--- config.mk ---
export PLATFORM = sky130hd
export DESIGN_NAME = traffic_phase_scheduler_flat
export DESIGN_NICKNAME = d
export VERILOG_FILES = /design/src/rtl/traffic_pkg.sv /design/src/rtl/traffic_phase_scheduler_if.sv /design/src/rtl/rr_picker.sv /design/src/rtl/traffic_phase_scheduler.sv /design/src/flat_wrapper.sv
export SDC_FILE = /design/constraint.sdc
export NUM_CORES = 1
export LEC_CHECK = 0
export BUFFER_PORTS_ARGS = -buffer_cell sky130_fd_sc_hd__buf_2
export CORE_MARGIN = 8
export CORE_UTILIZATION = 30
export CTS_CLUSTER_DIAMETER = 50
export DETAILED_ROUTE_END_ITERATION = 10
export PLACE_DENSITY = 0.51
export SLEW_MARGIN = 20
export SYNTH_ARGS = -nofsm -noshare
export SYNTH_HDL_FRONTEND = slang
export SYNTH_SLANG_ARGS = --single-unit
--- constraint.sdc ---
create_clock -name clk -period 2.2 [get_ports clk]
set_input_delay 0.22 -clock clk [delete_from_list [all_inputs] [get_ports clk]]
set_output_delay 0.22 -clock clk [all_outputs]
set_load 0.05 [all_outputs]
--- src/rtl/traffic_pkg.sv ---
// Shared types for the traffic phase scheduler: phase encoding, approach count/width, lamp one-hot helper.
package traffic_pkg;

  localparam int N_APP = 4;
  localparam int APP_W = 2;

  typedef enum logic [2:0] {
    IDLE    = 3'd0,
    GREEN   = 3'd1,
    YELLOW  = 3'd2,
    ALL_RED = 3'd3,
    WALK    = 3'd4
  } phase_e;

  function automatic logic [N_APP-1:0] app_onehot(input logic [APP_W-1:0] a);
    app_onehot    = '0;
    app_onehot[a] = 1'b1;
  endfunction

endpackage

--- src/rtl/traffic_phase_scheduler_if.sv ---
// Detector/timebase inputs and lamp outputs of the phase scheduler; slave = scheduler side.
// PED_PHASE_EN adds ped_req/walk.
interface traffic_phase_scheduler_if;
  import traffic_pkg::*;

  logic             tick;
  logic [N_APP-1:0] req;
  logic [N_APP-1:0] green;
  logic [N_APP-1:0] yellow;
  logic [N_APP-1:0] red;
  logic [APP_W-1:0] cur_app;
  phase_e           phase;

`ifdef PED_PHASE_EN
  logic ped_req;
  logic walk;

  modport slave  (input  tick, req, ped_req, output green, yellow, red, cur_app, phase, walk);
  modport master (output tick, req, ped_req, input  green, yellow, red, cur_app, phase, walk);
`else
  modport slave  (input  tick, req, output green, yellow, red, cur_app, phase);
  modport master (output tick, req, input  green, yellow, red, cur_app, phase);
`endif

endinterface

--- src/rtl/rr_picker.sv ---
// Combinational round-robin select: first pending approach after last, wrapping; last itself is lowest priority.
module rr_picker
  import traffic_pkg::*;
(
  input  logic [N_APP-1:0] pending,
  input  logic [APP_W-1:0] last,
  output logic             valid,
  output logic [APP_W-1:0] grant
);

  logic [APP_W-1:0] idx;

  always_comb begin
    valid = |pending;
    grant = last;
    idx   = '0;
    // scan farthest to nearest so the nearest pending approach after last wins
    for (int k = N_APP; k >= 1; k--) begin
      idx = last + APP_W'(k);
      if (pending[idx]) grant = idx;
    end
  end

endmodule

--- src/rtl/traffic_phase_scheduler.sv ---
// Demand-actuated 4-approach phase scheduler (min/max green, yellow, all-red); PED_PHASE_EN adds a WALK phase.
// Lamps registered one cycle after the deciding tick; no backpressure: req is level-sampled, tick gates timers.
module traffic_phase_scheduler
  import traffic_pkg::*;
#(
  parameter int MIN_GREEN = 10,
  parameter int MAX_GREEN = 40,
  parameter int YELLOW_T  = 5,
  parameter int ALL_RED_T = 2,
  parameter int WALK_T    = 8,
  parameter int CNT_W     = 7
) (
  input logic                      clk,
  input logic                      rst,
  traffic_phase_scheduler_if.slave bus
);

  phase_e           phase_q, phase_d;
  logic [APP_W-1:0] app_q, app_d, pick;
  logic [CNT_W-1:0] timer_q, timer_d, phase_last;
  logic [N_APP-1:0] pend_q, pend_d, other, hold_mask, grant_mask;
  logic [N_APP-1:0] lamp_g, lamp_y;
  logic             pick_vld, timer_done, ped_go, entering_green;

  rr_picker u_rr (
    .pending (pend_q),
    .last    (app_q),
    .valid   (pick_vld),
    .grant   (pick)
  );

`ifdef PED_PHASE_EN
  logic ped_q, ped_d;
  assign ped_go = ped_q;
`else
  assign ped_go = 1'b0;
`endif

  always_comb begin
    case (phase_q)
      YELLOW:  phase_last = CNT_W'(YELLOW_T - 1);
      ALL_RED: phase_last = CNT_W'(ALL_RED_T - 1);
      WALK:    phase_last = CNT_W'(WALK_T - 1);
      default: phase_last = CNT_W'(MAX_GREEN);
    endcase
  end

  assign timer_done = bus.tick && (timer_q == phase_last);
  assign other      = pend_q & ~app_onehot(app_q);

  always_comb begin
    phase_d = phase_q;
    app_d   = app_q;
    case (phase_q)
      IDLE: begin
        if (pick_vld) begin
          phase_d = GREEN;
          app_d   = pick;
        end
      end
      GREEN: begin
        // leave only for conflicting demand: gap-out when own detector idles, else max-out
        if (bus.tick && (timer_q >= CNT_W'(MIN_GREEN)) && (other != '0) &&
            (!bus.req[app_q] || (timer_q == CNT_W'(MAX_GREEN))))
          phase_d = YELLOW;
      end
      YELLOW: begin
        if (timer_done) phase_d = ALL_RED;
      end
      ALL_RED: begin
        if (timer_done) begin
          if (ped_go) begin
            phase_d = WALK;
          end else if (pick_vld) begin
            phase_d = GREEN;
            app_d   = pick;
          end else begin
            phase_d = IDLE;
          end
        end
      end
`ifdef PED_PHASE_EN
      WALK: begin
        if (timer_done) phase_d = ALL_RED;
      end
`endif
      default: phase_d = IDLE;
    endcase
  end

  assign entering_green = (phase_d == GREEN) && (phase_q != GREEN);
  assign hold_mask      = (phase_q == GREEN) ? app_onehot(app_q) : '0;
  assign grant_mask     = entering_green ? app_onehot(app_d) : '0;
  assign pend_d         = (pend_q | (bus.req & ~hold_mask)) & ~grant_mask;

  always_comb begin
    if ((phase_d != phase_q) || (phase_q == IDLE))
      timer_d = '0;
    else if (bus.tick && (timer_q != phase_last))
      timer_d = timer_q + CNT_W'(1);
    else
      timer_d = timer_q;
  end

  assign lamp_g = (phase_d == GREEN)  ? app_onehot(app_d) : '0;
  assign lamp_y = (phase_d == YELLOW) ? app_onehot(app_d) : '0;

  always_ff @(posedge clk) begin
    if (!rst) begin
      phase_q    <= IDLE;
      app_q      <= '0;
      timer_q    <= '0;
      pend_q     <= '0;
      bus.green  <= '0;
      bus.yellow <= '0;
      bus.red    <= '1;
    end else begin
      phase_q    <= phase_d;
      app_q      <= app_d;
      timer_q    <= timer_d;
      pend_q     <= pend_d;
      bus.green  <= lamp_g;
      bus.yellow <= lamp_y;
      bus.red    <= ~(lamp_g | lamp_y);
    end
  end

`ifdef PED_PHASE_EN
  assign ped_d = (ped_q | bus.ped_req) & ~((phase_d == WALK) && (phase_q != WALK));

  always_ff @(posedge clk) begin
    if (!rst) begin
      ped_q    <= 1'b0;
      bus.walk <= 1'b0;
    end else begin
      ped_q    <= ped_d;
      bus.walk <= (phase_d == WALK);
    end
  end
`endif

  assign bus.cur_app = app_q;
  assign bus.phase   = phase_q;

endmodule

--- src/flat_wrapper.sv ---
// flat-port wrapper written by rule: the top's interface ports become plain ports
module traffic_phase_scheduler_flat import traffic_pkg::*;
#(
  parameter int MIN_GREEN = 10,
  parameter int MAX_GREEN = 40,
  parameter int YELLOW_T  = 5,
  parameter int ALL_RED_T = 2,
  parameter int WALK_T    = 8,
  parameter int CNT_W     = 7
)
  (clk, rst, bus_tick, bus_req, bus_green, bus_yellow, bus_red, bus_cur_app, bus_phase);
  traffic_phase_scheduler_if bus_i ();
  input logic clk;
  input logic rst;
  input wire logic [$bits(bus_i.tick)-1:0] bus_tick;
  input wire logic [$bits(bus_i.req)-1:0] bus_req;
  output wire logic [$bits(bus_i.green)-1:0] bus_green;
  output wire logic [$bits(bus_i.yellow)-1:0] bus_yellow;
  output wire logic [$bits(bus_i.red)-1:0] bus_red;
  output wire logic [$bits(bus_i.cur_app)-1:0] bus_cur_app;
  output wire logic [$bits(bus_i.phase)-1:0] bus_phase;
  assign bus_i.tick = bus_tick;
  assign bus_i.req = bus_req;
  assign bus_green = bus_i.green;
  assign bus_yellow = bus_i.yellow;
  assign bus_red = bus_i.red;
  assign bus_cur_app = bus_i.cur_app;
  assign bus_phase = bus_i.phase;
  traffic_phase_scheduler #(.MIN_GREEN(MIN_GREEN), .MAX_GREEN(MAX_GREEN), .YELLOW_T(YELLOW_T), .ALL_RED_T(ALL_RED_T), .WALK_T(WALK_T), .CNT_W(CNT_W)) u_core (.clk(clk), .rst(rst), .bus(bus_i));
endmodule
Word level (Yosys, flattened, before mapping)
Index checks and enable logic that the tools add are counted.
{"block": "totals", "ff_bits": 28, "in_bits": 7, "word_cells": 84}
{"block": "classes", "add_sub_neg": 4, "order_cmp": 8, "n_eq_ne": 11, "n_mux": 29, "bitwise_logic": 10, "reduce_logical": 15}
{"op": "case mux 6 bit (3 select lines)", "count": 1}
{"op": "two-way mux 4 bit", "count": 4}
{"op": "inverter 4 bit", "count": 4}
{"op": "< comparator 2 x 3 -> 1 bit, second input constant", "count": 5}
{"op": "bitwise AND 4 bit", "count": 3}
{"op": "two-way mux 3 bit", "count": 4}
{"op": "case mux 3 bit (4 select lines)", "count": 1}
{"op": "two-way mux 2 bit", "count": 5}
{"op": "== test 3 x 2 -> 1 bit, second input constant", "count": 3}
{"op": "binary-select mux 1 bit (select 2 bit)", "count": 4}
{"op": "logical AND 1 bit", "count": 8}
{"op": "OR 4 bit", "count": 2}
{"op": "adder 7 x 1 -> 7 bit, second input constant", "count": 1}
{"op": "== test 7 x 6 -> 1 bit", "count": 1}
{"op": "== test 7 x 6 -> 1 bit, second input constant", "count": 1}
{"op": ">= comparator 7 x 4 -> 1 bit, second input constant", "count": 1}
{"op": "two-way mux 1 bit", "count": 7}
{"op": "!= test 7 x 6 -> 1 bit", "count": 1}
{"op": "== test 3 x 1 -> 1 bit, second input constant", "count": 2}
{"op": "adder 2 bit, second input constant", "count": 2}
{"op": "demux 1 bit (select 2 bit)", "count": 2}
{"op": ">= comparator 2 x 1 -> 1 bit, second input constant", "count": 2}
{"op": "case mux 2 bit (2 select lines)", "count": 1}
{"op": "nonzero test 4 bit", "count": 1}
{"op": "10 further kinds", "count": 11}

Logic depth before layout (Yosys ltp)
{"block": "depth", "depth_word": 16, "mapped_depth": 10}

Hierarchy
From an unflattened synthesis, not the netlist that was laid out.
{"block": "unflattened", "cells_unflattened": 179, "hier_area_um2": 1560.2}
{"mod": "traffic_phase_scheduler", "n_inst": 1, "cells_per_inst": 167, "area_each_um2": 1473.9}
{"mod": "rr_picker", "n_inst": 1, "cells_per_inst": 12, "area_each_um2": 86.3}

Least setup slack after synthesis
Ideal clock, no wire load.
{"block": "synth_path", "path_type": "reg-to-reg", "from": "reg u_core.phase_q[2], in the netlist u_core.bus.phase[2]", "to": "reg u_core.app_q[1], in the netlist u_core.bus.cur_app[1]", "setup_time_ns": 0.115, "arrival_time_ns": 2.645, "required_time_ns": 2.085, "slack_ns": -0.560, "stages_incl_launch_ff": 10, "synth_period_minus_slack_ns": 2.760, "cell_sequence": "dfxtp_1 -> or3b_4 -> a211o_1 -> a2111oi_4 -> a21oi_2 -> or2_0 -> buf_2 -> a21o_1 -> buf_6 -> and2_1"}
{"block": "synth_via", "elab_chain_len": 6, "elab_cells_between_ends": 9, "classes_between": "eq/ne (4); mux (3); reduce/logical (2)"}
{"element": "start: declaration", "line_no": "traffic_phase_scheduler.sv:18", "source": "phase_e phase_q, phase_d;"}
{"element": "start signal: assignment", "line_no": "traffic_phase_scheduler.sv:118", "source": "phase_q <= phase_d;"}
{"element": "== test 3 bit, or another cell as far along", "line_no": "traffic_phase_scheduler.sv:40", "source": "case (phase_q)"}
{"element": "case mux 6 bit (3 select lines)", "line_no": "traffic_phase_scheduler.sv:40"}
{"element": "== test 7 x 6 -> 1 bit", "line_no": "traffic_phase_scheduler.sv:48", "source": "assign timer_done = bus.tick && (timer_q == phase_last);"}
{"element": "logical AND 1 bit", "line_no": "traffic_phase_scheduler.sv:48"}
{"element": "two-way mux 2 bit", "line_no": "traffic_phase_scheduler.sv:71", "source": "if (timer_done) begin"}
{"element": "case mux 2 bit (2 select lines) (*)", "line_no": "traffic_phase_scheduler.sv:54", "source": "case (phase_q)"}
{"element": "end signal: assignment", "line_no": "traffic_phase_scheduler.sv:119", "source": "app_q <= app_d;"}
{"element": "end: declaration", "line_no": "traffic_phase_scheduler.sv:19", "source": "logic [APP_W-1:0] app_q, app_d, pick;"}
Mark *: on every way between the ends. The rest lies on a longest branch, timed or not.
A chain may end at the register's enable or synchronous reset.

Worst setup path after layout
{"block": "layout_path", "from": "reg u_core.phase_q[1], in the netlist u_core.bus.phase[1]", "to": "reg u_core.bus.yellow[3]"}
{"block": "layout_via", "elab_chain_len": 11, "elab_cells_between_ends": 22, "classes_between": "order compare (2); eq/ne (6); mux (11); reduce/logical (3)"}
{"element": "== test 3 bit or == test 3 x 2 -> 1 bit (tied branches)", "line_no": "traffic_phase_scheduler.sv:40, traffic_phase_scheduler.sv:54"}
{"element": "case mux 6 bit (3 select lines)", "line_no": "traffic_phase_scheduler.sv:40"}
{"element": "== test 7 x 6 -> 1 bit", "line_no": "traffic_phase_scheduler.sv:48"}
{"element": "logical AND 1 bit", "line_no": "traffic_phase_scheduler.sv:48"}
{"element": "two-way mux 2 bit", "line_no": "traffic_phase_scheduler.sv:71"}
{"element": "case mux 2 bit (2 select lines)", "line_no": "traffic_phase_scheduler.sv:54"}
{"element": "< comparator 2 x 3 -> 1 bit (implied by the code) or >= comparator 2 x 1 -> 1 bit (tied branches)", "line_no": "traffic_pkg.sv:17", "source": "app_onehot[a] = 1'b1;"}
{"element": "logical AND 1 bit (implied by the code)", "line_no": "traffic_pkg.sv:17"}
{"element": "two-way mux 1 bit (implied by the code)", "line_no": "traffic_pkg.sv:17"}
{"element": "demux 1 bit (select 2 bit)"}
{"element": "two-way mux 4 bit (*)", "line_no": "traffic_phase_scheduler.sv:106", "source": "assign lamp_y = (phase_d == YELLOW) ? app_onehot(app_d) : '0;"}
{"element": "end signal: assignment", "line_no": "traffic_phase_scheduler.sv:123", "source": "bus.yellow <= lamp_y;"}
{"element": "end: declaration", "line_no": "traffic_phase_scheduler_if.sv:21", "source": "modport slave (input tick, req, output green, yellow, red, cur_app, phase);"}
Marks and branches as above.

==> impl.org <==
** Worst setup path
- Along the worst path, the maximum fanout reaches 5.
- Worst path arrival time :: 2660 ps
- Critical path class :: reg2reg
- Required time at the endpoint of the critical path :: 2410 ps
- The worst setup path is launched from a flip-flop.
- Kind of capture point of the worst setup path :: flip-flop

** Floorplan
- Starting density of the core :: 31.3%
- The die covers 8010 µm².
- Measured along the x axis, the die boundary spans 89.5 µm.
- Core region area :: 5170 µm²
- In this run the vertical extent of the chip is 89.5 µm.
- Top-level port count :: 24
- Number of core rows :: 26

** Power and ir drop
- Combinational share of power :: 39.0%
- Internal power comes to 978 µW.
- Sequential cells account for 37.2% of the total power.
- Clk network pwr share :: 23.8%
- Across the VDD grid, the largest voltage drop is 0.368 mV.
- Static Leak :: 0.939 nW
- Total net switching power :: 535 µW
- Total power for the finished layout comes to 1.51 mW.
- Dividing total power by cell area gives a power density of 658 nW/µm².
- Net switching is 35.4% of the power.

** Routing
- Final wirelength :: 4.58 mm
- Across all layers, the routed design uses 1618 vias.
- The detail route stage leaves a number of antenna-violating nets equal to 0.
- Dividing the detail-routed via count by the number of cells gives 5.10.
- In the final routed layout, each cell accounts on average for 14.5 µm.
- Iter 0 DRT Violations :: 107
- After detailed routing, the number of remaining DRC violations is 0.
- 1st-pass router iterations :: 4

** Logic synthesis
- Summing the areas of all compound-gate instances in the mapped netlist gives 25.0% of the synthesized area.
- Of the synthesized area, sequential elements account for 34.6%.
- Asr flop ratio synth :: 0%
- Of the total synthesized cell area, the portion taken by full adders, half adders and majority gates is 5.40%.
- After Yosys synthesis, and, or, nand and nor cells account for 21.2% of the synthesized area.
- Of the total synthesized cell area, the portion taken by XOR and XNOR cells is 4.32%.
- Yosys warning count :: 0
- Synthesis produced 192 cells.
- Most frequently used flop master after synthesis :: dfxtp_1
- Portion of netlist area occupied by mux cells :: 3.94%
- Largest family of logic cells by synthesized area :: compound AO/OA/AOI/OAI gates
- Averaged over all synthesized cells, the footprint is 8.45 µm².
- In this run, synthesis inferred 0 flip-flops with an integrated enable.
- The synthesized design contains 28 register bits.
- Area of the mapped netlist :: 1620 µm²
- Counting every net in the synthesized netlist gives 206.
- Yosys mapped the design onto 52 distinct sky130hd cell types.

** Final layout
- FF/Latch Area :: 571 µm²
- Proportion of layout cells with a drive suffix above 1 :: 41.7%
- Antenna diode count :: 0
- Final non-filler cell total :: 317
- Total non-filler cell area in the finished layout :: 2300 µm²
- In the final layout, the multi-input gates occupy 1120 µm².
- Post-layout util :: 44.4%
- Layout fillers :: 530
- Area added between synthesis and finish :: 41.7%
- NumNets Final :: 262

** Timing
- Number of failing setup endpoints in the final timing report :: 19
- The count of final hold-check violations is 0.
- After routing, the total negative slack on setup checks comes to -3720 ps.
- For this run, the top clock speed supported by timing is 407 MHz.
- The routed design could run at a clock period as short as 2460 ps.
- Hold_ws :: 263 ps
- Headroom to the max-slew limit came out at 61.5%.
- The worst path uses 112% of the clock period.
- Setup repair after global routing missed its margin :: true
- Setup slack on the critical path of the routed design comes to -257 ps.
- The clock arrives with 2.47 ps of skew.
- At the pin with the least slew margin, the transition time is 571 ps.
- Final Max Tran Viols :: 0

** Place
- Placed cells :: 304
- In this run the cell area measured after placement is 2000 µm².
- Number of I/O port buffers :: 23
- Worst slack at placement :: -288 ps
- Routability-driven placement finished with a final weighted congestion of 0.861.
- Once detailed placement completed, the half-perimeter wirelength came to 3.32 mm.

** CTS
- CTS tree :: done
- Clock latency on the worst-skew pair :: 270 ps
- Clk sink count :: 28
- CTS root buffer :: clkbuf_8
- Clock tree synthesis inserted a total of 3 buffers.
- Clock-pin slew of the registers on the worst-case setup and hold paths :: 100 ps
- The longest clock path from root to sink contains 2 buffers.
- H-Tree Level Count :: 1

** Outcome
- The run finished, with violations left.
- Violated checks :: setup timing

** GRT
- Overall global routing resource usage :: 12.1%
- The via count of the first global-routing pass is 1645.
- Number of antenna violations at the first check in global routing :: 0
- The first global-routing pass estimated 7.60 mm of wire.
- Pin count of the biggest net entering global routing :: 17
- For this run the aggregate overflow at the end of global routing stands at 0.

** Worst hold path
- The min-delay analysis places its worst path in the category in2reg.

** Flow run
- Maxcap violations :: 0
[logic make-up (layout without fill, tap and decap cells)]
kind of cell	after synthesis	count (layout)
and+or+nand+nor	66	66
AOI/OAI and AO/OA	57	57
DFF	28	28
buffers and inverters	20	75
xor gates and xnor gates	8	8
adders and majority gates	7	7
muxes	5	5
other	1	1
[final timing paths]
check / slack [ps] / startpoint / cells after the start / end
hold / removal: 260 / rst / 2 / u_core.bus.cur_app[0]
setup reg to reg: -260 / u_core.bus.phase[1] / 9 / u_core.bus.yellow[3]
setup / recovery: -260 / u_core.bus.phase[1] / 9 / u_core.bus.yellow[3]
hold reg to reg: 640 / u_core.timer_q[6] / 2 / u_core.timer_q[6]
[cell usage in the layout (no fill, tap or decap), types with 3 or more instances in the layout]
master | netlist | final
buf_4 | 0 | 35
clkbuf_8 | 0 | 3
a21oi_1 | 8 | 6
o21ai_0 | 14 | 13
buf_6 | 1 | 3
dfxtp_1 | 28 | 24
nor3_2 | 0 | 6
nor3_1 | 14 | 7
nand2_1 | 7 | 7
a21boi_0 | 4 | 4
a31oi_1 | 5 | 5
a21oi_2 | 2 | 3
nand3_1 | 9 | 7
xnor2_1 | 3 | 3
xor2_1 | 5 | 5
inv_1 | 10 | 10
nor2_1 | 15 | 14
ha_1 | 7 | 7
buf_2 | 2 | 23
nand2b_1 | 4 | 4
mux2i_1 | 3 | 3
nand4_1 | 3 | 3
[worst max-delay path, stage by stage, from the launching register on]
cell,delay (ps)
dfxtp_4,350
or3b_4,390
a211o_1,300
a2111oi_4,370
and3_4,300
o311a_1,200
buf_4,140
a21oi_4,30
buf_6,130
nor3_2,170
[cell type report]
cell class / count / share of cell area, %
multi-input combinational: 144 / 48.9
sequential: 28 / 24.8
timing repair buffer: 61 / 17.9
tap: 70 / 3.81
clock buffer: 4 / 2.89
inverter: 10 / 1.63
[power by group through the flow]
stage	clock, mW	sequential [mW]	combinational (mW)
floorplan	0	0.634	0.269
global placement	0	0.574	0.472
detailed placement	0	0.574	0.468
CTS	0.379	0.562	0.514
global route	0.393	0.567	0.636
finish	0.360	0.563	0.590
[routing by layer]
metal | GRT usage, % | part of all wire, %
met1 | 14.0 | 44
met5 | 0 | 0
met3 | 2.11 | 4.0
met2 | 21.1 | 48
met4 | 5.14 | 3.1
[timing repair]
item,in CTS,in global routing
pin swaps,8,5
cloned,1,0
gates resized for setup,16,20
setup buffers,7,4
hold buffers,0,0
endpoints found under the setup margin,27,27
[flip-flops by register name, indices dropped and copies added, names as in the netlist]
name,cells
u_core.bus.yellow,4
u_core.bus.green,4
u_core.pend_q,4
u_core.bus.red,4
u_core.bus.cur_app,2
u_core.bus.phase,3
u_core.timer_q,7
[synthesized netlist by cell type (all sizes together), types with 2 or more instances]
master	count	area [µm²]
dfxtp	28	561
nor2	15	56.3
o21ai	15	78.8
nor3	14	70.1
a21oi	10	57.6
inv	10	37.5
nand3	9	45.0
ha	7	87.6
nand2	7	26.3
clkbuf	6	23.8
a21boi	5	37.5
a31oi	5	31.3
xor2	5	43.8
buf	4	25.0
nand2b	4	25.0
a21o	3	22.5
and2	3	18.8
mux2i	3	30.0
nand4	3	18.8
xnor2	3	26.3
a311oi	2	17.5
and3	2	12.5
nor2b	2	12.5
nor3b	2	15.0
nor4bb	2	20.0
o22ai	2	12.5
o31ai	2	15.0
No activity file was read; power rests on OpenSTA's default activity.
